## config.mk

```make
export PLATFORM = sky130hd
export DESIGN_NAME = riscv_v_lmul_seq
export DESIGN_NICKNAME = d
export VERILOG_FILES = /design/src/rtl/riscv_v_pkg.sv /design/src/rtl/riscv_v_lmul_decode.sv /design/src/rtl/riscv_v_lmul_seq.sv
export SDC_FILE = /design/constraint.sdc
export NUM_CORES = 1
export LEC_CHECK = 0
export CORE_ASPECT_RATIO = 0.6
export CORE_MARGIN = 4
export CORE_UTILIZATION = 54
export DETAILED_ROUTE_END_ITERATION = 10
export PLACE_DENSITY_LB_ADDON = 0.1
export SYNTH_ARGS = -nofsm -noshare
export SYNTH_HDL_FRONTEND = slang
export SYNTH_SLANG_ARGS = --single-unit
```

## constraint.sdc

```tcl
create_clock -name i_clk -period 9.8 [get_ports i_clk]
set_input_delay 1.96 -clock i_clk [delete_from_list [all_inputs] [get_ports i_clk]]
set_output_delay 1.96 -clock i_clk [all_outputs]
set_load 0.005 [all_outputs]
```

## src/rtl/riscv_v_pkg.sv

```systemverilog
// Shared vector-unit types and constants for the decode-stage LMUL sequencer.
package riscv_v_pkg;

  // vl spans 0..128 inclusive (16 elements x 8 registers), so it needs one bit beyond clog2(128)
  localparam int unsigned VL_W             = 8;
  localparam int unsigned NREG_B           = 16;
  localparam int unsigned RISCV_V_MAX_LMUL = 8;

  localparam int unsigned REG_W   = 5;
  localparam int unsigned IDX_W   = 3;
  localparam int unsigned N_W     = 4;
  localparam int unsigned EBASE_W = 7;
  localparam int unsigned ECNT_W  = 5;
  localparam int unsigned SEW_W   = 3;
  localparam int unsigned LMUL_W  = 3;

  // vtype = {vill, vma, vta, vsew[2:0], vlmul[2:0]}
  localparam int unsigned VTYPE_W         = 9;
  localparam int unsigned VTYPE_VLMUL_LSB = 0;
  localparam int unsigned VTYPE_VSEW_LSB  = 3;
  localparam int unsigned VTYPE_VTA_BIT   = 6;
  localparam int unsigned VTYPE_VMA_BIT   = 7;
  localparam int unsigned VTYPE_VILL_BIT  = 8;

  localparam logic [LMUL_W-1:0] VLMUL_1    = 3'b000;
  localparam logic [LMUL_W-1:0] VLMUL_2    = 3'b001;
  localparam logic [LMUL_W-1:0] VLMUL_4    = 3'b010;
  localparam logic [LMUL_W-1:0] VLMUL_8    = 3'b011;
  localparam logic [LMUL_W-1:0] VLMUL_RSVD = 3'b100;
  localparam logic [LMUL_W-1:0] VLMUL_F8   = 3'b101;
  localparam logic [LMUL_W-1:0] VLMUL_F4   = 3'b110;
  localparam logic [LMUL_W-1:0] VLMUL_F2   = 3'b111;

  localparam logic [SEW_W-1:0] VSEW_8  = 3'd0;
  localparam logic [SEW_W-1:0] VSEW_16 = 3'd1;
  localparam logic [SEW_W-1:0] VSEW_32 = 3'd2;
  localparam logic [SEW_W-1:0] VSEW_64 = 3'd3;

  typedef struct packed {
    logic               first;
    logic               last;
    logic [IDX_W-1:0]   idx;
    logic [EBASE_W-1:0] elem_base;
    logic [ECNT_W-1:0]  elem_cnt;
  } uop_info_t;

  typedef enum logic {
    ST_IDLE = 1'b0,
    ST_SEQ  = 1'b1
  } seq_state_e;

endpackage

```

## src/rtl/riscv_v_lmul_decode.sv

```systemverilog
// Combinational vtype / vl / register-alignment decode for the LMUL sequencer.
module riscv_v_lmul_decode
  import riscv_v_pkg::*;
(
  input  logic              i_vill,
  input  logic [SEW_W-1:0]  i_vsew,
  input  logic [LMUL_W-1:0] i_vlmul,
  input  logic [VL_W-1:0]   i_vl,
  input  logic              i_is_vv,
  input  logic [REG_W-1:0]  i_vs1,
  input  logic [REG_W-1:0]  i_vs2,
  input  logic [REG_W-1:0]  i_vd,
  output logic [N_W-1:0]    o_n,
  output logic [1:0]        o_epr_shift,
  output logic              o_illegal
);

  logic [N_W-1:0]    w_lmul;
  logic [2:0]        w_mask;
  logic              w_misalign;
  logic [ECNT_W-1:0] w_epr;
  logic [2:0]        w_log_epr;
  logic [8:0]        w_groups;

  // Group size, alignment, legality and micro-op count
  always_comb begin
    w_lmul = 4'd1;
    case (i_vlmul)
      VLMUL_1: w_lmul = 4'd1;
      VLMUL_2: w_lmul = 4'd2;
      VLMUL_4: w_lmul = 4'd4;
      VLMUL_8: w_lmul = 4'd8;
      default: w_lmul = 4'd1;
    endcase

    w_mask     = 3'(w_lmul - 4'd1);
    w_misalign = (|(i_vd[2:0] & w_mask)) | (|(i_vs2[2:0] & w_mask)) |
                 (i_is_vv & (|(i_vs1[2:0] & w_mask)));
    o_illegal  = i_vill | (i_vsew > VSEW_64) | (i_vlmul == VLMUL_RSVD) | w_misalign;

    // Only the low two vsew bits matter once illegal widths are rejected
    o_epr_shift = i_vsew[1:0];
    w_epr       = ECNT_W'(NREG_B >> o_epr_shift);
    w_log_epr   = 3'd4 - {1'b0, o_epr_shift};
    w_groups    = (9'(i_vl) + 9'(w_epr) - 9'd1) >> w_log_epr;

    if (i_vl == '0) begin
      o_n = 4'd1;
    end else if (w_groups < 9'(w_lmul)) begin
      o_n = N_W'(w_groups);
    end else begin
      o_n = w_lmul;
    end
  end

endmodule

```

## src/rtl/riscv_v_lmul_seq.sv

```systemverilog
// Splits an LMUL>1 vector instruction in ID into per-register micro-ops.
module riscv_v_lmul_seq
  import riscv_v_pkg::*;
(
  input  logic               i_clk,
  input  logic               i_rst_n,
  input  logic               i_instr_valid_id,
  input  logic               i_is_vv_id,
  input  logic [REG_W-1:0]   i_vs1_id,
  input  logic [REG_W-1:0]   i_vs2_id,
  input  logic [REG_W-1:0]   i_vd_id,
  input  logic [VTYPE_W-1:0] i_vtype,
  input  logic [VL_W-1:0]    i_vl,
  input  logic               i_riscv_stall,
  input  logic               i_flush,
  output logic               o_seq_stall,
  output logic               o_uop_valid,
  output logic               o_uop_first,
  output logic               o_uop_last,
  output logic [IDX_W-1:0]   o_uop_idx,
  output logic [REG_W-1:0]   o_vs1_uop,
  output logic [REG_W-1:0]   o_vs2_uop,
  output logic [REG_W-1:0]   o_vd_uop,
  output logic [EBASE_W-1:0] o_elem_base,
  output logic [ECNT_W-1:0]  o_elem_cnt,
  output logic               o_illegal
);

  seq_state_e        r_state, w_state_nxt;
  logic [IDX_W-1:0]  r_idx, w_idx_nxt;
  logic              w_latch;

  logic [N_W-1:0]    r_n;
  logic [REG_W-1:0]  r_vs1, r_vs2, r_vd;
  logic              r_is_vv;
  logic [SEW_W-1:0]  r_vsew;
  logic [LMUL_W-1:0] r_vlmul;
  logic [VL_W-1:0]   r_vl;

  logic              w_in_seq;
  logic              w_vill;
  logic [SEW_W-1:0]  w_vsew;
  logic [LMUL_W-1:0] w_vlmul;
  logic [VL_W-1:0]   w_vl;
  logic              w_is_vv;
  logic [REG_W-1:0]  w_vs1, w_vs2, w_vd;
  logic [IDX_W-1:0]  w_k;

  logic [N_W-1:0]    w_dec_n;
  logic [1:0]        w_epr_shift;
  logic              w_dec_illegal;

  logic [EBASE_W-1:0] w_elem_base;
  logic [ECNT_W-1:0]  w_epr;
  logic [ECNT_W-1:0]  w_elem_cnt;
  logic [VL_W-1:0]    w_rem;

  uop_info_t         w_info;
  logic              w_uop_valid;
  logic              w_seq_stall;
  logic              w_illegal;
  logic [REG_W-1:0]  w_vs1_uop, w_vs2_uop, w_vd_uop;

  // Tail policy bits only matter to the datapath
  logic w_unused_vtype;
  assign w_unused_vtype = ^i_vtype[VTYPE_VMA_BIT:VTYPE_VTA_BIT];

  // In SEQ the group runs from latched fields so CSR/ID changes cannot disturb it
  assign w_in_seq = (r_state == ST_SEQ);
  assign w_vill   = w_in_seq ? 1'b0    : i_vtype[VTYPE_VILL_BIT];
  assign w_vsew   = w_in_seq ? r_vsew  : i_vtype[VTYPE_VSEW_LSB +: SEW_W];
  assign w_vlmul  = w_in_seq ? r_vlmul : i_vtype[VTYPE_VLMUL_LSB +: LMUL_W];
  assign w_vl     = w_in_seq ? r_vl    : i_vl;
  assign w_is_vv  = w_in_seq ? r_is_vv : i_is_vv_id;
  assign w_vs1    = w_in_seq ? r_vs1   : i_vs1_id;
  assign w_vs2    = w_in_seq ? r_vs2   : i_vs2_id;
  assign w_vd     = w_in_seq ? r_vd    : i_vd_id;
  assign w_k      = w_in_seq ? r_idx   : '0;

  riscv_v_lmul_decode u_decode (
    .i_vill      (w_vill),
    .i_vsew      (w_vsew),
    .i_vlmul     (w_vlmul),
    .i_vl        (w_vl),
    .i_is_vv     (w_is_vv),
    .i_vs1       (w_vs1),
    .i_vs2       (w_vs2),
    .i_vd        (w_vd),
    .o_n         (w_dec_n),
    .o_epr_shift (w_epr_shift),
    .o_illegal   (w_dec_illegal)
  );

  // Element window of micro-op k, with the count saturating at zero past vl
  always_comb begin
    w_elem_base = EBASE_W'({4'b0000, w_k} << (3'd4 - {1'b0, w_epr_shift}));
    w_epr       = ECNT_W'(NREG_B >> w_epr_shift);
    w_rem       = w_vl - VL_W'(w_elem_base);
    w_elem_cnt  = '0;
    if (w_vl > VL_W'(w_elem_base)) begin
      w_elem_cnt = (w_rem > VL_W'(w_epr)) ? w_epr : ECNT_W'(w_rem);
    end
  end

  // Next-state, sequencing control and micro-op outputs
  always_comb begin
    w_state_nxt = r_state;
    w_idx_nxt   = r_idx;
    w_latch     = 1'b0;
    w_info      = '0;
    w_uop_valid = 1'b0;
    w_seq_stall = 1'b0;
    w_illegal   = 1'b0;

    case (r_state)
      ST_IDLE: begin
        w_illegal   = i_instr_valid_id & w_dec_illegal;
        w_uop_valid = i_instr_valid_id & ~w_dec_illegal;
        if (w_uop_valid) begin
          w_info.first = 1'b1;
          w_info.last  = (w_dec_n == 4'd1);
          w_seq_stall  = (w_dec_n != 4'd1);
        end
        if (w_seq_stall && !i_riscv_stall && !i_flush) begin
          w_latch     = 1'b1;
          w_idx_nxt   = 3'd1;
          w_state_nxt = ST_SEQ;
        end
      end
      ST_SEQ: begin
        w_uop_valid = 1'b1;
        w_info.last = ({1'b0, r_idx} == (r_n - 4'd1));
        w_seq_stall = ~w_info.last;
        if (i_flush) begin
          w_idx_nxt   = '0;
          w_state_nxt = ST_IDLE;
        end else if (!i_riscv_stall) begin
          if (w_info.last) begin
            w_idx_nxt   = '0;
            w_state_nxt = ST_IDLE;
          end else begin
            w_idx_nxt = r_idx + 3'd1;
          end
        end
      end
      default: begin
        w_idx_nxt   = '0;
        w_state_nxt = ST_IDLE;
      end
    endcase

    w_vs1_uop = '0;
    w_vs2_uop = '0;
    w_vd_uop  = '0;
    if (w_uop_valid) begin
      w_info.idx       = w_k;
      w_info.elem_base = w_elem_base;
      w_info.elem_cnt  = w_elem_cnt;
      w_vd_uop         = w_vd  | REG_W'(w_k);
      w_vs2_uop        = w_vs2 | REG_W'(w_k);
      w_vs1_uop        = w_is_vv ? (w_vs1 | REG_W'(w_k)) : w_vs1;
    end
  end

  assign o_seq_stall = w_seq_stall;
  assign o_uop_valid = w_uop_valid;
  assign o_uop_first = w_info.first;
  assign o_uop_last  = w_info.last;
  assign o_uop_idx   = w_info.idx;
  assign o_elem_base = w_info.elem_base;
  assign o_elem_cnt  = w_info.elem_cnt;
  assign o_vs1_uop   = w_vs1_uop;
  assign o_vs2_uop   = w_vs2_uop;
  assign o_vd_uop    = w_vd_uop;
  assign o_illegal   = w_illegal;

  // FSM state and micro-op index
  always_ff @(posedge i_clk or negedge i_rst_n) begin
    if (!i_rst_n) begin
      r_state <= ST_IDLE;
      r_idx   <= '0;
    end else begin
      r_state <= w_state_nxt;
      r_idx   <= w_idx_nxt;
    end
  end

  // Capture the ID instruction and CSR view when a multi-uop group starts
  always_ff @(posedge i_clk or negedge i_rst_n) begin
    if (!i_rst_n) begin
      r_n     <= '0;
      r_vs1   <= '0;
      r_vs2   <= '0;
      r_vd    <= '0;
      r_is_vv <= 1'b0;
      r_vsew  <= '0;
      r_vlmul <= '0;
      r_vl    <= '0;
    end else if (w_latch) begin
      r_n     <= w_dec_n;
      r_vs1   <= i_vs1_id;
      r_vs2   <= i_vs2_id;
      r_vd    <= i_vd_id;
      r_is_vv <= i_is_vv_id;
      r_vsew  <= i_vtype[VTYPE_VSEW_LSB +: SEW_W];
      r_vlmul <= i_vtype[VTYPE_VLMUL_LSB +: LMUL_W];
      r_vl    <= i_vl;
    end
  end

endmodule

```

==> results of run 1 <==
==> per-layer routing <==
metal / track usage / vias up / share of wire
li1: - / 1851 / -
met1: 0.3735 / 1857 / 0.48
met2: 0.3634 / 168 / 0.42
met3: 0.06081 / 8 / 0.089
met4: 0.03553 / 0 / 0.0050
met5: 0 / - / 0
==> final timing paths <==
path                       startpoint     endpoint  cells past startpoint
hold / removal              r_vsew[2]    r_vsew[2]                      1
setup / recovery           i_vtype[4]  o_seq_stall                     25
hold reg to reg             r_vsew[2]    r_vsew[2]                      1
max in group asynchronous     i_rst_n      r_state                      1
min in group asynchronous     i_rst_n     r_vs2[3]                      1
setup reg to reg              r_state     r_idx[2]                     19
==> synthesized netlist by cell type (3+ instances only) <==
master / number / share of area
a211o_1: 4 / 0.0087
a211oi_1: 4 / 0.0075
a21o_1: 3 / 0.0056
a21oi_1: 27 / 0.034
a311oi_1: 4 / 0.0087
a31oi_1: 5 / 0.0078
and2_1: 10 / 0.016
clkbuf_1: 11 / 0.010
dfrtp_1: 38 / 0.24
ha_1: 27 / 0.084
inv_1: 36 / 0.034
maj3_1: 4 / 0.010
mux2_2: 11 / 0.031
mux2_4: 18 / 0.067
mux2i_1: 13 / 0.032
mux4_2: 3 / 0.017
nand2_1: 40 / 0.037
nand2b_1: 4 / 0.0062
nand3_1: 9 / 0.011
nand4_1: 9 / 0.014
nor2_1: 28 / 0.026
nor2b_1: 5 / 0.0078
nor3_1: 19 / 0.024
nor3b_1: 8 / 0.015
o21a_1: 5 / 0.0093
o21ai_0: 32 / 0.040
o22ai_1: 8 / 0.012
o31ai_1: 8 / 0.015
or2_2: 3 / 0.0047
xnor2_1: 12 / 0.026
xor2_1: 4 / 0.0087
==> timing repair <==
item                                    in CTS  in global routing
setup buffers                                0                  1
endpoints found under the setup margin       0                  2
resized for setup                            0                 16
==> cells by family after synthesis <==
logic type,count (synthesis)
flip-flops,38
adder cells (fa/ha/maj),33
AND/OR/NAND/NOR,147
XOR/XNOR,16
AO/OA/AOI/OAI,130
buffers and inverters,56
multiplexers,47
==> metrics by stage <==
step | utilization | hold WS (ns) | cells
floorplan | - | 0.4542 | 467
CTS | 0.6867 | 0.4995 | 640
detailed placement | 0.6637 | 0.4784 | 632
global route | 0.6983 | 0.5065 | 641
finish | 0.6983 | 0.4977 | 641
global placement | 0.6637 | 0.4747 | 632
==> flip-flops by register name, indices dropped and copies added, names as in the netlist <==
signal   cells
r_idx        3
r_state      1
r_vs2        5
r_vsew       3
r_vs1        5
r_is_vv      1
r_vl         8
r_n          4
r_vlmul      3
r_vd         5
==> final cells by class <==
class,instances,area [um2],area share
clock buffer,8,166.4,0.03293
inverter,37,138.9,0.02748
multi-input combinational,373,2883,0.5704
sequential,38,952.2,0.1884
tap,104,130.1,0.02575
timing repair buffer,81,783.3,0.1550
==> power by group through the flow <==
stage | combinational, mW | clock [mW] | sequential, mW
finish | 0.293 | 0.181 | 0.216
global route | 0.321 | 0.191 | 0.219
CTS | 0.277 | 0.182 | 0.215
detailed placement | 0.274 | 0 | 0.217
global placement | 0.267 | 0 | 0.216
floorplan | 0.201 | 0 | 0.208
==> flow_metrics.env, run 1 <==
export IMPL_grtUsageTotal=0.2463
export IMPL_seq_area_frac_synth=0.2368
export IMPL_dp_slack_ns=0.08220
export IMPL_finalNetCount=603
export IMPL_synth_simple_area_share=0.1847
export IMPL_antenna_found_initial=0
export IMPL_grt_pass1_vias=3541
export IMPL_maxSlewViolCount=0
export IMPL_coreArea_um2=7237
export IMPL_slowest_delay_ns=0.49
export IMPL_grt_max_degree=47
export IMPL_gp_congestion=0.9886
export IMPL_ant_nets=0
export IMPL_ios=73
export IMPL_power_frac_seq=0.313
export IMPL_critPathSlowestCell="mux4_2"
export IMPL_p_leak_nw=2.210
export IMPL_critical_path_buf_inv_count=5
export IMPL_p_comb_frac=0.425
export IMPL_wirelength_mm=11.35
export IMPL_syn_to_final_growth_pct=25.83
export IMPL_start_util=0.5550
export IMPL_async_flop_share=1.000
export IMPL_power_uw=689.1
export IMPL_setup_viol_count_final=0
export IMPL_setup_ws_ns=0.5418
export IMPL_startpoint_type="input pin"
export IMPL_routed_via_density=6.059
export IMPL_rrSetupSlack_ns=3.30
export IMPL_synth_adder_area_share=0.1040
export IMPL_cp_arrival_ns=7.30
export IMPL_grt_pass1_wl_mm=17.51
export IMPL_maxCapViolCount=0
export IMPL_cts_made_buffers=5
export IMPL_dpl_hpwl_mm=8.366
export IMPL_drcViolationCount=0
export IMPL_crit_fanout=3
export IMPL_skew_ns=0.005714
export IMPL_rows=24
export IMPL_power_density_nw_per_um2=136.3
export IMPL_drt_iter0_markers=418
export IMPL_finalCriticalPeriod_ns=9.258
export IMPL_stdcell_area_um2=5054
export IMPL_port_buffers=70
export IMPL_synthCells=467
export IMPL_internal_power_uw=443.8
export IMPL_clock_fmax_mhz=108.0
export IMPL_drive_gt1_frac=0.1471
export IMPL_htree_levels=2
export IMPL_synthMuxAreaShare=0.1536
export IMPL_slew_headroom=0.3007
export IMPL_swShare=0.3559
export IMPL_grt_setup_unrepaired="no"
export IMPL_clk_pin_slew_ns=0.05
export IMPL_path_delay_family="compound AO/OA/AOI/OAI gates"
export IMPL_hold_class="register to register"
export IMPL_syn_nets=534
export IMPL_fillers=578
export IMPL_hold_viol=0
export IMPL_dieArea_um2=8926
export IMPL_required_ns=7.84
export IMPL_fin_setup_tns_ns=0
export IMPL_cts_tree="yes"
export IMPL_dpl_cell_area_um2=4803
export IMPL_cp_end_kind="output port"
export IMPL_n_antenna_cell=0
export IMPL_period_share=0.9447
export IMPL_power_switching_uw=245.2
export IMPL_tightest_slew_ns=1.049
export IMPL_wl_per_cell_um=17.71
export IMPL_synth_compound_area_frac=0.2224
export IMPL_clkPwrFrac=0.262
export IMPL_ys_seq_elements=38
export IMPL_final_common_cell="clkdlybuf4s50_1"
export IMPL_synth_cell_type_count=72
export IMPL_synth_edf_count=0
export IMPL_route_vias_total=3884
export IMPL_ys_flop_type="dfrtp_1"
export IMPL_crit_type="input pin to output port"
export IMPL_first_pass_iters=5
export IMPL_peakVddDrop_uv=79.73
export IMPL_final_cell_mix="clkdlybuf4s50_1 (67), nand2_1 (40), dfrtp_1 (37)"
export IMPL_netlist_area_um2=4016
export IMPL_clock_path_buffers=2
export IMPL_clockRootBuffer="clkbuf_16"
export IMPL_status="finished, final reports clean"
export IMPL_synth_top_family_by_area="compound AO/OA/AOI/OAI gates"
export IMPL_die_w_um=119.3
export IMPL_synth_warnings=0
export IMPL_syn_mean_instance_area_um2=8.600
export IMPL_clkLatencyLatePin_ns=0.29
export IMPL_clock_sinks=38
export IMPL_ctsHoldBuffers=0
export IMPL_synth_xor_xnor_area_share=0.03489
export IMPL_overflow=0
export IMPL_die_y_um=74.80
Note: power is estimated with default switching activity, not from simulation.
==> run 2, diff against run 1 <==
Settings changed: ABC_CLOCK_PERIOD_IN_PS set to 9800, CORE_MARGIN 4 to unset, CORE_UTILIZATION 54 to 50.
==> flow_metrics.env, run 2 (synthesis results as in run 1) <==
export IMPL_status="finished, final reports clean"
export IMPL_drive_gt1_frac=0.1479
export IMPL_min_delay_start="r_vd[0]"
export IMPL_peakVddDrop_uv=102.0
export IMPL_coreArea_um2=7507
export IMPL_clock_sinks=38
export IMPL_rows=24
export IMPL_cts_made_buffers=5
export IMPL_grt_max_degree=53
export IMPL_grtUsageTotal=0.2764
export IMPL_dpl_hpwl_mm=8.704
export IMPL_stdcell_area_um2=5062
export IMPL_route_vias_total=3913
export IMPL_required_ns=7.84
export IMPL_crit_type="input pin to output port"
export IMPL_finalCriticalPeriod_ns=9.427
export IMPL_power_density_nw_per_um2=132.3
export IMPL_ios=73
export IMPL_drt_iter0_markers=289
export IMPL_die_y_um=71.43
export IMPL_gp_congestion=0.9061
export IMPL_wl_per_cell_um=17.84
export IMPL_tightest_slew_ns=1.056
export IMPL_post_place_cells=636
export IMPL_syn_to_final_growth_pct=26.04
export IMPL_maxSlewViolCount=0
export IMPL_crit_start="i_vtype[3]"
export IMPL_fin_hold_ws_ns=0.5004
export IMPL_cp_end_kind="output port"
export IMPL_grt_pass1_vias=3539
export IMPL_wirelength_mm=11.51
export IMPL_dp_slack_ns=0.1439
export IMPL_drcViolationCount=0
export IMPL_cp_arrival_ns=7.47
export IMPL_htree_levels=2
export IMPL_final_cell_mix="clkdlybuf4s50_1 (68), nand2_1 (40), dfrtp_1 (37)"
export IMPL_clk_pin_slew_ns=0.06
export IMPL_routed_via_density=6.067
export IMPL_dieArea_um2=8407
export IMPL_skew_ns=0.004673
export IMPL_hold_viol=0
export IMPL_clockRootBuffer="clkbuf_16"
export IMPL_maxCapViolCount=0
export IMPL_n_antenna_cell=0
export IMPL_clock_path_buffers=2
export IMPL_dpl_cell_area_um2=4833
export IMPL_first_pass_iters=5
export IMPL_ant_nets=0
export IMPL_grt_pass1_wl_mm=18.37
export IMPL_p_leak_nw=2.202
export IMPL_slowest_delay_ns=0.50
export IMPL_fin_setup_tns_ns=0
export IMPL_die_w_um=117.7
export IMPL_setup_viol_count_final=0
export IMPL_startpoint_type="input pin"
export IMPL_power_uw=670.0
export IMPL_critPathSlowestCell="clkdlybuf4s50_1"
export IMPL_grt_setup_unrepaired="no"
export IMPL_setup_ws_ns=0.3730
export IMPL_largest_reg_flops=8
export IMPL_antenna_found_initial=0
export IMPL_finalNetCount=608
export IMPL_start_util=0.5350
export IMPL_fin_cells=645
export IMPL_final_common_cell="clkdlybuf4s50_1"
export IMPL_clock_fmax_mhz=106.1
export IMPL_crit_fanout=14
export IMPL_port_buffers=70
export IMPL_top_register="r_vl"
export IMPL_r2r_start="r_state"
export IMPL_period_share=0.9619
export IMPL_slew_headroom=0.2957
export IMPL_ctsHoldBuffers=0
export IMPL_final_util=0.6743
export IMPL_hold_class="register to register"
export IMPL_overflow=0
export IMPL_clkLatencyLatePin_ns=0.29
export IMPL_cts_tree="yes"
## run 2: metal layers
layer	global-route usage	up-vias	part of all wire
met1	0.4322	1890	0.50
met4	0.05271	0	0.0077
met3	0.05971	13	0.080
met2	0.3850	143	0.41
met5	0	-	0
li1	-	1867	-
## run 2: what timing repair did
action                                  in CTS  in global routing
buffers inserted                             0                  2
endpoints found under the setup margin       0                  2
resized for setup                            0                 16
## run 2: final timing paths
check | to | slack, ns | depth (start not counted)
setup / recovery | o_uop_last | 0.37 | 25
hold / removal | r_vd[0] | 0.50 | 2
setup reg to reg | r_idx[2] | 3.47 | 19
hold reg to reg | r_vd[0] | 0.50 | 2
max in group asynchronous | r_state | 7.41 | 1
min in group asynchronous | r_vl[5] | 1.78 | 1
## run 2: final cells by class
| type | instances | area [um2] |
|---|---|---|
| Fill cell | 636 | 2445 |
| Tap cell | 104 | 130.1 |
| Inverter | 37 | 138.9 |
| Clock inverter | 2 | 10.01 |
| Clock buffer | 5 | 125.1 |
| Sequential cell | 38 | 952.2 |
| Multi-Input combinational cell | 373 | 2884 |
| Timing Repair Buffer | 86 | 822.0 |
## run 2: worst max-delay path: cells and delay by family
kind | cells | cell delay (ns)
compound gates | 10 | 1.50
xor+xnor | 1 | 0.20
fa+ha+maj | 3 | 0.92
buf+inv | 5 | 1.35
mux | 2 | 0.58
simple gates | 4 | 0.94
## run 2: power breakdown
group,internal [mW],switching [mW]
combinational,0.146,0.153
clock,0.0918,0.0634
sequential,0.187,0.0293
total,0.424,0.246
==> run 3, diff against run 2 <==
Settings changed: PLACE_DENSITY set to 0.81, PLACE_DENSITY_LB_ADDON 0.1 to unset.
==> flow_metrics.env, run 3 (synthesis results as in run 1) <==
export IMPL_grt_pass1_vias=3654
export IMPL_dpl_hpwl_mm=8.709
export IMPL_cts_made_buffers=5
export IMPL_slew_headroom=0.2896
export IMPL_hold_class="register to register"
export IMPL_top_register="r_vl"
export IMPL_finalCriticalPeriod_ns=9.605
export IMPL_port_buffers=70
export IMPL_startpoint_type="input pin"
export IMPL_overflow=0
export IMPL_fin_setup_tns_ns=0
export IMPL_syn_to_final_growth_pct=25.17
export IMPL_ios=73
export IMPL_drive_gt1_frac=0.1423
export IMPL_path_delay_family="compound AO/OA/AOI/OAI gates"
export IMPL_setup_ws_ns=0.1948
export IMPL_die_y_um=71.43
export IMPL_htree_levels=2
export IMPL_dp_slack_ns=0.03191
export IMPL_crit_type="input pin to output port"
export IMPL_grt_max_degree=51
export IMPL_skew_ns=0.004695
export IMPL_peakVddDrop_uv=67.90
export IMPL_gp_congestion=0.9163
export IMPL_finalNetCount=607
export IMPL_maxSlewViolCount=0
export IMPL_drcViolationCount=0
export IMPL_topRoutingLayerUsed="met4"
export IMPL_start_util=0.5350
export IMPL_final_cell_mix="clkdlybuf4s50_1 (68), nand2_1 (40), dfrtp_1 (37)"
export IMPL_status="finished, final reports clean"
export IMPL_grt_pass1_wl_mm=18.37
export IMPL_clockRootBuffer="clkbuf_16"
export IMPL_rows=24
export IMPL_p_leak_nw=2.200
export IMPL_power_uw=681.0
export IMPL_critical_path_buf_inv_count=7
export IMPL_grtUsageTotal=0.2762
export IMPL_antenna_found_initial=0
export IMPL_wl_met3_mm=1.022
export IMPL_largest_reg_flops=8
export IMPL_route_vias_total=3957
export IMPL_n_antenna_cell=0
export IMPL_cp_arrival_ns=7.65
export IMPL_cp_end_kind="output port"
export IMPL_crit_fanout=3
export IMPL_period_share=0.9801
export IMPL_setup_viol_count_final=0
export IMPL_clock_path_buffers=2
export IMPL_critPathSlowestCell="clkdlybuf4s50_1"
export IMPL_ant_nets=0
export IMPL_clock_fmax_mhz=104.1
export IMPL_fin_hold_ws_ns=0.4878
export IMPL_slowest_delay_ns=0.53
export IMPL_dieArea_um2=8407
export IMPL_routed_via_density=6.135
export IMPL_drt_iter0_markers=370
export IMPL_coreArea_um2=7507
export IMPL_tightest_slew_ns=1.066
export IMPL_dr_wl_met2_mm=4.895
export IMPL_ctsHoldBuffers=0
export IMPL_wirelength_mm=11.53
export IMPL_hold_viol=0
export IMPL_wl_per_cell_um=17.88
export IMPL_maxCapViolCount=0
export IMPL_clk_pin_slew_ns=0.06
export IMPL_power_density_nw_per_um2=135.5
export IMPL_die_w_um=117.7
export IMPL_first_pass_iters=6
export IMPL_final_common_cell="clkdlybuf4s50_1"
export IMPL_final_util=0.6697
export IMPL_required_ns=7.84
export IMPL_cts_tree="yes"
export IMPL_wl_met1_mm=5.556
export IMPL_clkLatencyLatePin_ns=0.29
export IMPL_clock_sinks=38
## run 3: per-layer routing
layer / global-route usage / up-vias
met5: 0 / -
met4: 0.04558 / 0
met3: 0.05334 / 9
met2: 0.4020 / 191
met1: 0.4257 / 1899
li1: - / 1858
## run 3: where the power goes
group	switching (mW)	internal, mW	leakage [nW]
combinational	0.153	0.143	1.62
sequential	0.0298	0.187	0.503
clock	0.0666	0.101	0.0739
## run 3: repair_timing
action	in CTS	in global routing
buffers inserted	0	1
resized for setup	1	7
endpoints found under the setup margin	1	2
pin swaps	0	1
## run 3: final cells by class
cell class	count	area [um2]
multi-input cells	373	2848
flip-flops and latches	38	952.2
fillers	605	2480
clock buffers	7	142.6
repair buffers	85	810.8
well taps	104	130.1
clock inverters	1	5.005
inverters	37	138.9
## run 3: through the flow
stage,cell area [um2],cells
floorplan,4016,467
global placement,4833,636
detailed placement,4833,636
CTS,4989,644
global route,5027,645
finish,5027,645
## run 3: path summary, 6_finish.rpt
| check | startpoint | to | slack, ns | cells past startpoint |
|---|---|---|---|---|
| max | i_vtype[4] | o_uop_last | 0.19 | 27 |
| min | r_vsew[2] | r_vsew[2] | 0.49 | 1 |
| max reg2reg | r_state | r_idx[2] | 3.47 | 19 |
| min reg2reg | r_vsew[2] | r_vsew[2] | 0.49 | 1 |
| max in group asynchronous | i_rst_n | r_state | 7.42 | 1 |
| min in group asynchronous | i_rst_n | r_vl[5] | 1.78 | 1 |
